File: src/rtl/risc16_fetch_unit.sv
// RiSC-16 instruction fetch front end: issues word fetches to a synchronous-read
// instruction memory, buffers responses in a prefetch queue, and hands them to decode.
module risc16_fetch_unit #(
    parameter int          DEPTH    = 4,
    parameter logic [15:0] RESET_PC = 16'h0000
) (
    input  logic                     clk,
    input  logic                     rst,
    output logic                     imem_req,
    output logic [15:0]              imem_addr,
    input  logic [15:0]              imem_rdata,
    input  logic                     redirect,
    input  logic [15:0]              redirect_pc,
    output logic                     inst_valid,
    input  logic                     inst_ready,
    output logic [15:0]              inst,
    output logic [15:0]              inst_pc,
    output logic [$clog2(DEPTH):0]   level
);

    localparam int AW = $clog2(DEPTH);
    localparam logic [AW-1:0] PTR_INC   = AW'(1);
    localparam logic [AW+1:0] CREDIT_MX = (AW+2)'(DEPTH);

    logic [15:0]   fetch_pc;
    logic [15:0]   inflight_pc;
    logic          inflight;
    logic [15:0]   q_inst [DEPTH];
    logic [15:0]   q_pc   [DEPTH];
    logic [AW-1:0] rd_ptr;
    logic [AW-1:0] wr_ptr;
    logic [AW:0]   count;
    logic [15:0]   hold_inst;
    logic [15:0]   hold_pc;
    logic          pop;
    logic          push;
    logic [AW+1:0] credit;

    // The in-flight request is counted against queue space so a response always has a slot.
    always_comb begin
        pop      = inst_valid & inst_ready;
        push     = inflight & ~redirect;
        credit   = {1'b0, count} + {{(AW+1){1'b0}}, inflight} - {{(AW+1){1'b0}}, pop};
        imem_req = ~rst & ~redirect & (credit < CREDIT_MX);
    end

    assign imem_addr  = fetch_pc;
    assign inst_valid = (count != '0);
    assign level      = count;

    // When the queue is empty the outputs show the last presented instruction.
    assign inst    = inst_valid ? q_inst[rd_ptr] : hold_inst;
    assign inst_pc = inst_valid ? q_pc[rd_ptr]   : hold_pc;

    always_ff @(posedge clk or posedge rst) begin
        if (rst) begin
            fetch_pc    <= RESET_PC;
            inflight    <= 1'b0;
            inflight_pc <= '0;
            rd_ptr      <= '0;
            wr_ptr      <= '0;
            count       <= '0;
            hold_inst   <= '0;
            hold_pc     <= '0;
        end else begin
            if (redirect) begin
                fetch_pc <= redirect_pc;
                inflight <= 1'b0;
                rd_ptr   <= '0;
                wr_ptr   <= '0;
                count    <= '0;
            end else begin
                if (imem_req) begin
                    fetch_pc    <= fetch_pc + 16'd1;
                    inflight_pc <= fetch_pc;
                end
                inflight <= imem_req;
                if (push) wr_ptr <= wr_ptr + PTR_INC;
                if (pop)  rd_ptr <= rd_ptr + PTR_INC;
                count <= count + {{AW{1'b0}}, push} - {{AW{1'b0}}, pop};
            end
            if (inst_valid) begin
                hold_inst <= inst;
                hold_pc   <= inst_pc;
            end
        end
    end

    always_ff @(posedge clk) begin
        if (push) begin
            q_inst[wr_ptr] <= imem_rdata;
            q_pc[wr_ptr]   <= inflight_pc;
        end
    end

endmodule

File: config.mk
export PLATFORM = sky130hd
export DESIGN_NAME = risc16_fetch_unit
export DESIGN_NICKNAME = d
export VERILOG_FILES = /design/src/rtl/risc16_fetch_unit.sv
export SDC_FILE = /design/constraint.sdc
export NUM_CORES = 1
export LEC_CHECK = 0
export CAP_MARGIN = 5
export CORE_ASPECT_RATIO = 0.6
export CORE_UTILIZATION = 45
export CTS_CLUSTER_DIAMETER = 200
export CTS_CLUSTER_SIZE = 8
export DETAILED_ROUTE_END_ITERATION = 12
export PLACE_DENSITY = 0.68
export SETUP_SLACK_MARGIN = 0.02
export SKIP_LAST_GASP = 1
export SYNTH_ARGS = -nofsm -noshare
export SYNTH_HDL_FRONTEND = slang
export SYNTH_SLANG_ARGS = --single-unit
File: constraint.sdc
create_clock -name clk -period 3.62 [get_ports clk]
set_clock_uncertainty 0.1 [all_clocks]
set_input_delay 0.362 -clock clk [delete_from_list [all_inputs] [get_ports clk]]
set_output_delay 0.362 -clock clk [all_outputs]
set_load 0.02 [all_outputs]
### Yosys cells after proc, flatten, opt, wreduce, memory -nomap -nowiden

Memory sizes are Yosys's and may differ from the RTL's.
Cells that the tools add are included.

| word-level totals | value |
|---|---|
| input bits | 36 |
| memories | 2 |
| memory bits (read-only) | 0 |
| memory bits (writable) | 128 |
| word-level logic and storage cells | 41 |
| bits in registers | 72 |
| latch bits | 0 |
| output and inout port bits | 53 |

| operators by class | value |
|---|---|
| $mul | 0 |
| multiplexer cells | 12 |
| add/subtract/negate cells | 7 |
| equal/unequal tests | 0 |
| div/mod/pow operators | 0 |
| $lt $le $gt $ge | 1 |
| reduce and logical (&&, ||, !) cells | 5 |
| shifts and indexed selects | 0 |
| bitwise gates (word level) | 6 |

Memory list:

| name | depth | bits a word | read ports | clocked after Yosys merged registers in | wr ports | RTL line | RTL |
|---|---|---|---|---|---|---|---|
| q_inst | 4 | 16 | 1 | 0 | 1 | 28 | `logic [15:0] q_inst [DEPTH];` |
| q_pc | 4 | 16 | 1 | 0 | 1 | 29 | `logic [15:0] q_pc [DEPTH];` |

Operators with widths:

| operator | number |
|---|---|
| $mux W16 | 4 |
| $add A16 B1 Y16 const B | 1 |
| $mux W2 | 4 |
| $reduce_bool A2 Y1 | 3 |
| $add A2 B1 Y2 const B | 2 |
| $add A3 B1 Y4 | 1 |
| $and A1 B1 Y1 | 4 |
| $lt A4 B3 Y1 const B | 1 |
| $sub A4 B1 Y4 | 1 |
| $add A3 B1 Y3 | 1 |
| $mux W1 | 3 |
| $mux W3 | 1 |
| $reduce_bool A3 Y1 | 1 |
| $sub A3 B1 Y3 | 1 |
| $not A1 Y1 | 2 |
| $reduce_and A2 Y1 | 1 |

### Longest topological paths before layout

Gate-level depths: netlist of the first run.

| depth | value |
|---|---|
| depth in word-level cells | 7 |
| mapped depth | 12 |
| gate-level depth less buffers | 9 |

### Worst setup path after synthesis of the first run

No wires, ideal clock.

| timing | value |
|---|---|
| path kind | reg-to-output |
| start point | register count[1] (netlist: level[1]) |
| end point | output port imem_req |
| buffers on the path | 3 |
| arrival time | 3.278 ns |
| data required time | 3.158 ns |
| setup slack | -0.120 ns |
| stages on the path, launching flop included | 11 |
| cell sequence | dfrtp_1 -> or3_2 -> clkbuf_1 -> clkbuf_1 -> nand2_1 -> or2_2 -> ha_1 -> and2_1 -> a2111o_4 -> buf_6 -> a211oi_1 |

| on the way | value |
|---|---|
| cells in the longest elaborated chain, start to end | 5 |
| elaborated cells on any way between the ends | 6 |
| classes of those cells | add/sub (2); order compare (1); bitwise (2); reduce/logical (1) |

RTL lines:

| element | RTL line | RTL |
|---|---|---|
| from (decl) | 32 | `logic [AW:0] count;` |
| from (signal assigned) | 80 | `count <= count + {{AW{1'b0}}, push} - {{AW{1'b0}}, pop};` |
| parallel branches: the longest is 2 deep, another holds $add A3 B1 Y4 | n/a |  |
| $sub A4 B1 Y4 (*) | 43 | `credit = {1'b0, count} + {{(AW+1){1'b0}}, inflight} - {{(AW+1){1'b0}}, pop};` |
| $lt A4 B3 Y1 (*) | 44 | `imem_req = ~rst & ~redirect & (credit < CREDIT_MX);` |
| $and A1 B1 Y1 (*) | 44 |  |
| to (decl) | 9 | `output logic imem_req,` |

Mark *: on every way between the ends.

### Final worst setup path of the first run

Same ends and word-level chain as after synthesis.

==> flow_summary.json, run 1 <==
{
  "status": "finished, final reports clean",
  "clk_latency_ps": 420,
  "ctsResizeCount": 1,
  "core_area_sq_mm": 0.0181,
  "crit_type": "reg2out",
  "rr_worst_depth": 10,
  "ios": 89,
  "synthCells": 458,
  "min_period_over_period": 0.967,
  "ant_nets": 0,
  "r2r_slack_ps": 240,
  "drt-pass1-iter-count": 4,
  "cts_made_buffers": 17,
  "path_clk_slew_ps": 70,
  "dieArea_sq_mm": 0.0191,
  "tightestPinTransition_ps": 942,
  "place_congestion": 0.844,
  "setup_tns_ps": 0,
  "wl_per_cell_um": 19.8,
  "layout.nets": 600,
  "grt_first_pass_wirelength_um": 25200,
  "antenna_found_initial": 0,
  "synth-edff-count": 128,
  "synth.distinct_cells": 45,
  "track_usage": 0.178,
  "syn2layout_area_growth_pct": 21.3,
  "clkSinkCount": 200,
  "hold_viol": 0,
  "ys_ff_latch": 200,
  "io_buffers": 88,
  "die_w_um": 178,
  "syn-cell-area_sq_mm": 0.00833,
  "hold-worst-slack_ps": 379,
  "reg2reg_from": "level[1]",
  "cts_setup_buffers": 0,
  "finalSetupViolations": 0,
  "cap_violations": 0,
  "syn_area_per_cell_sq_um": 18.2,
  "grt_pass1_vias": 4560,
  "vias_per_cell": 5.38,
  "yosys_most_used_dff": "edfxtp_1",
  "htree_num_levels": 4,
  "period_needed_ps": 3500,
  "start_kind": "flip-flop",
  "grt.overflow.total": 0,
  "fmax_ghz": 0.286,
  "rsz0062_at_grt": "no",
  "ir_worst_vdd_uv": 668,
  "clockBufferDepth": 2,
  "cts_tree": "built",
  "initial_core_util": 0.460,
  "cts-root-buf": "clkbuf_16",
  "slew_violations": 0,
  "drt_iter0_markers": 261,
  "routed_wl_um": 16000,
  "leakagePower_nw": 3.54,
  "grt_start_max_net_pins": 67,
  "layout_setup_ws_ps": 120,
  "endpoint_kind": "primary output",
  "yosysSeqAreaShare": 0.677,
  "p_per_area_mw_per_mm2": 800,
  "reg2reg_to": "imem_addr[10]",
  "die_y_um": 107,
  "drive_gt1_frac": 0.317,
  "synth_fp_nets": 503,
  "worstPathRequired_ps": 3160,
  "hold_class": "in2async",
  "num_rows": 38,
  "num_vias": 4347,
  "dp_hpwl_um": 10000,
  "diodes": 0,
  "worstPathArrival_ps": 3040,
  "place_ws_ps": 80.7,
  "synthArstFlopShare": 0.360,
  "path_max_fanout": 5,
  "holdBufCountCts": 0,
  "max-slew-margin-rel": 0.372,
  "route.detailed.drc": 0,
  "ys_warn_count": 0
}
[worst max-delay path by stage]
stage / startpoint / endpoint / slack (ps) / cells past startpoint
after floorplan: level[0] / inflight_pc[0] / 30 / 11
after global placement: inst_ready / imem_req / 170 / 8
after detailed placement: inst_ready / imem_addr[10] / 80 / 10
after CTS: level[1] / imem_req / 110 / 8
after global routing: level[1] / imem_req / 40 / 8
final: level[1] / imem_req / 120 / 8
[worst max-delay path, cell delays in order (launching register included)]
cell,delay (ps)
dfrtp_2,450
or3_2,470
nand2_1,100
or2_2,110
ha_1,210
and2_1,180
a2111o_4,500
a211oi_2,240
dlygate4sd2_1,360
[layer usage]
layer / vias up / global-route usage / wire length [um]
met1: 2279 / 0.258 / 7420
li1: 1959 / - / -
met5: - / 0 / 0
met2: 99 / 0.276 / 7790
met4: 0 / 0.0360 / 78
met3: 10 / 0.0403 / 698
[Yosys cell counts (6+ instances only)]
| master | instances | area (sq um) |
|---|---|---|
| mux2_2 | 77 | 867 |
| ha_1 | 8 | 100 |
| mux2_4 | 8 | 120 |
| xor2_1 | 9 | 78.8 |
| o21ai_0 | 6 | 30.0 |
| xnor2_1 | 11 | 96.3 |
| clkbuf_1 | 14 | 52.6 |
| mux4_2 | 32 | 721 |
| nor2_1 | 7 | 26.3 |
| nand2_1 | 14 | 52.6 |
| nand3_1 | 6 | 30.0 |
| inv_1 | 10 | 37.5 |
| dfrtp_1 | 72 | 1800 |
| edfxtp_1 | 128 | 3840 |
[logic make-up (layout without fill, tap and decap cells)]
kind of cell | after synthesis | after routing | share of synthesized area
fa+ha+maj | 9 | 9 | 0.0144
mux | 119 | 119 | 0.207
compound gates | 30 | 30 | 0.0332
buf+inv | 33 | 143 | 0.0173
simple gates | 47 | 47 | 0.0294
xor+xnor | 20 | 20 | 0.0210
flops | 200 | 200 | 0.677
[flip-flops by register name, indices dropped and copies added (netlist names)]
register,cells
imem_addr,16
q_pc,64
hold_inst,16
inflight_pc,16
hold_pc,16
q_inst,64
inflight,1
rd_ptr,2
wr_ptr,2
level,3
[power by group]
group          internal (W)  total, W  leakage, nW  switching, W
clock network      0.000917   0.00182        0.276      0.000903
logic               0.00163   0.00299         1.25       0.00136
registers           0.00292   0.00328         2.01      0.000354
total               0.00547   0.00809         3.54       0.00262
[metrics by stage]
stage | utilization | cells | total power (W) | cell area, sq um
after global placement | 0.527 | 776 | 0.00623 | 9550
final | 0.558 | 808 | 0.00809 | 10100
after global routing | 0.558 | 808 | 0.00848 | 10100
after CTS | 0.558 | 808 | 0.00816 | 10100
after detailed placement | 0.527 | 776 | 0.00634 | 9550
after floorplan | - | 458 | 0.00522 | 8340
[area by class of cell]
type / instances / area [sq um]
multi-input cells: 225 / 2550
repair buffers: 101 / 1000
clock buffers: 18 / 429
clock inverters: 14 / 135
well taps: 240 / 300
flip-flops and latches: 200 / 5650
inverters: 10 / 38.8
fillers: 1372 / 8010
[cells in the final DEF, fill, tap and decap left out, types with 4 or more instances in the layout]
| cell type | n |
|---|---|
| inv_1 | 9 |
| mux4_2 | 32 |
| buf_4 | 11 |
| a21oi_1 | 4 |
| edfxtp_1 | 128 |
| a211oi_1 | 4 |
| clkbuf_16 | 17 |
| inv_6 | 4 |
| clkdlybuf4s50_1 | 87 |
| o21ai_0 | 6 |
| nand3_1 | 6 |
| nor2_1 | 7 |
| ha_1 | 8 |
| xor2_1 | 9 |
| and2_2 | 4 |
| dfrtp_1 | 69 |
| mux2_4 | 8 |
| nand2_1 | 14 |
| mux2_2 | 77 |
| xnor2_1 | 11 |
| inv_8 | 4 |
(Power assumes the default switching activity.)
==> run 2: changes to the inputs <==
--- a/config.mk
+++ b/config.mk
@@ -11,6 +11,7 @@
 export CTS_CLUSTER_DIAMETER = 200
 export CTS_CLUSTER_SIZE = 8
 export DETAILED_ROUTE_END_ITERATION = 12
+export HOLD_SLACK_MARGIN = 0.05
 export PLACE_DENSITY = 0.68
 export SETUP_SLACK_MARGIN = 0.02
 export SKIP_LAST_GASP = 1
==> results of run 2 <==
Same layout as run 1: the final DEF is identical, and so are final timing and power.
==> run 3: changes to the inputs <==
--- a/config.mk
+++ b/config.mk
@@ -7,12 +7,13 @@
 export LEC_CHECK = 0
 export CAP_MARGIN = 5
 export CORE_ASPECT_RATIO = 0.6
-export CORE_UTILIZATION = 45
+export CORE_UTILIZATION = 51
 export CTS_CLUSTER_DIAMETER = 200
 export CTS_CLUSTER_SIZE = 8
 export DETAILED_ROUTE_END_ITERATION = 12
 export HOLD_SLACK_MARGIN = 0.05
-export PLACE_DENSITY = 0.68
+export PLACE_DENSITY = 0.76
+export RECOVER_POWER = 50
 export SETUP_SLACK_MARGIN = 0.02
 export SKIP_LAST_GASP = 1
 export SYNTH_ARGS = -nofsm -noshare
==> run 3 against run 2 <==
The run now ends with max-capacitance violations, max-slew violations left. Sequential power about the same. Flip-flop and latch count did not move. Clock power about the same. Largest cell class unchanged. Final area about the same. Power down 0.27%. Combinational power hardly changed. Count of clock-buffer cells in the layout unchanged. Non-clock buffer count increased by 7. Routed wire length increased by 0.18%. Utilization grew 8.8 points. Worst setup slack improved by 88 ps. Global-route usage rose by 2.8 points.
==> flow_summary.json, run 3 (same netlist as run 1, synthesis figures left out) <==
{
  "vias_per_cell": 5.60,
  "drive_gt1_frac": 0.318,
  "swShare": 0.321,
  "grt_start_max_net_pins": 67,
  "ir_worst_vdd_uv": 817,
  "clk_latency_ps": 430,
  "dp_hpwl_um": 10500,
  "endpoint_kind": "primary output",
  "worstPathRequired_ps": 3160,
  "internal_power_w": 0.00548,
  "wl_per_cell_um": 20.6,
  "ios": 89,
  "path_clk_slew_ps": 70,
  "clockBufferDepth": 2,
  "syn2layout_area_growth_pct": 21.2,
  "power_frac_comb": 0.370,
  "routed_wl_um": 16000,
  "min_period_over_period": 0.942,
  "hold_class": "in2reg",
  "place_congestion": 0.906,
  "tightestPinTransition_ps": 1820,
  "fillers": 1091,
  "antenna_found_initial": 0,
  "mostFrequentLayoutCells": "edfxtp_1, mux2_2, dfrtp_1",
  "p_switching_w": 0.00259,
  "fin_util": 0.646,
  "slew_violations": 68,
  "grt.overflow.total": 0,
  "rsz0062_at_grt": "no",
  "die_w_um": 167,
  "cts-root-buf": "clkbuf_16",
  "layout.nets": 607,
  "core_area_sq_mm": 0.0156,
  "die_y_um": 101,
  "p_per_area_mw_per_mm2": 798,
  "ant_nets": 0,
  "diodes": 0,
  "hold_viol": 0,
  "num_vias": 4358,
  "layout_commonest_cell": "edfxtp_1",
  "max-slew-margin-rel": -0.215,
  "start_kind": "flip-flop",
  "num_rows": 35,
  "worstPathArrival_ps": 2950,
  "r2r_slack_ps": 260,
  "finalSetupViolations": 0,
  "htree_num_levels": 4,
  "cts_tree": "built",
  "drt-pass1-iter-count": 5,
  "crit_type": "reg2out",
  "power.share.sequential": 0.406,
  "initial_core_util": 0.533,
  "dieArea_sq_mm": 0.0169,
  "route.detailed.drc": 0,
  "clkSinkCount": 200,
  "drt_iter0_markers": 255,
  "period_needed_ps": 3410,
  "fmax_ghz": 0.293,
  "grt_pass1_vias": 4657,
  "leakagePower_nw": 3.57,
  "cts_setup_buffers": 0,
  "setup_tns_ps": 0,
  "clkPwrFrac": 0.224,
  "grt_first_pass_wirelength_um": 25500,
  "status": "finished with violations",
  "violations": "max-capacitance violations, max-slew violations",
  "cap_violations": 2,
  "track_usage": 0.205,
  "io_buffers": 88,
  "path_max_fanout": 5,
  "largestRegisters": "q_inst x64, q_pc x64",
  "cts_made_buffers": 17
}
## run 3: cell count changes in the layout (fill, tap and decap cells not counted), sizes merged
cell / before / now
clkinvlp: 1 / 3
dlygate4sd2: 1 / 0
clkbuf: 18 / 23
inv: 17 / 15
dlygate4sd3: 0 / 22
buf: 13 / 16
clkdlybuf4s50: 87 / 65
## run 3: path summary, 6_finish.rpt
check,cells past startpoint,start,endpoint
max reg2reg,11,level[1],imem_addr[1]
max in group asynchronous,4,rst,rd_ptr[0]
min,3,redirect_pc[8],imem_addr[8]
min reg2reg,1,hold_inst[14],hold_inst[14]
max,8,level[1],imem_req
min in group asynchronous,4,rst,imem_addr[9]
## run 3: worst max-delay path: stages, from the launching register on
cell	delay (ps)
dfrtp_1	450
or3_2	490
nand2_1	90
or2_2	110
ha_1	210
and2_1	190
a2111o_4	500
a211oi_2	260
clkbuf_2	230
## run 3: power groups by stage
stage / Clock, W / Combinational [W] / Sequential (W)
after floorplan: 0 / 0.00201 / 0.00321
after global placement: 0 / 0.00295 / 0.00328
after detailed placement: 0 / 0.00302 / 0.00332
after CTS: 0.00185 / 0.00303 / 0.00327
after global routing: 0.00194 / 0.00318 / 0.00334
final: 0.00181 / 0.00298 / 0.00327
## run 3: final cells by class
cell class	instances	area (sq um)	area share
timing repair buffer	108	1040	0.103
sequential	200	5650	0.559
multi-input combinational	225	2550	0.253
clock buffer	18	439	0.0435
tap	203	254	0.0251
clock inverter	14	135	0.0134
inverter	10	38.8	0.00384
## run 3: layer usage
| layer | vias to the layer above | share of wire | global-route usage |
|---|---|---|---|
| met2 | 104 | 0.48 | 0.332 |
| met3 | 13 | 0.041 | 0.0440 |
| met4 | 0 | 0.0089 | 0.0591 |
| met1 | 2255 | 0.47 | 0.285 |
| met5 | - | 0 | 0 |
| li1 | 1986 | - | - |
## run 3: metrics by stage
stage	hold slack [ps]	instance area, sq um	power [W]	setup slack [ps]	cells
2_1_floorplan	361	8340	0.00522	27.1	458
3_3_place_gp	385	9550	0.00623	113	746
3_5_place_dp	393	9550	0.00634	44.9	746
4_1_cts	375	10100	0.00816	67.0	778
5_1_grt	391	10100	0.00845	108	778
6_report	382	10100	0.00806	209	778
## run 3: repair_timing
item                                   CTS  global route
pin swaps                                0             0
gates resized for setup                  1             2
endpoints found under the hold margin    0             0
setup endpoints to repair                1             1
hold buffers                             0             0
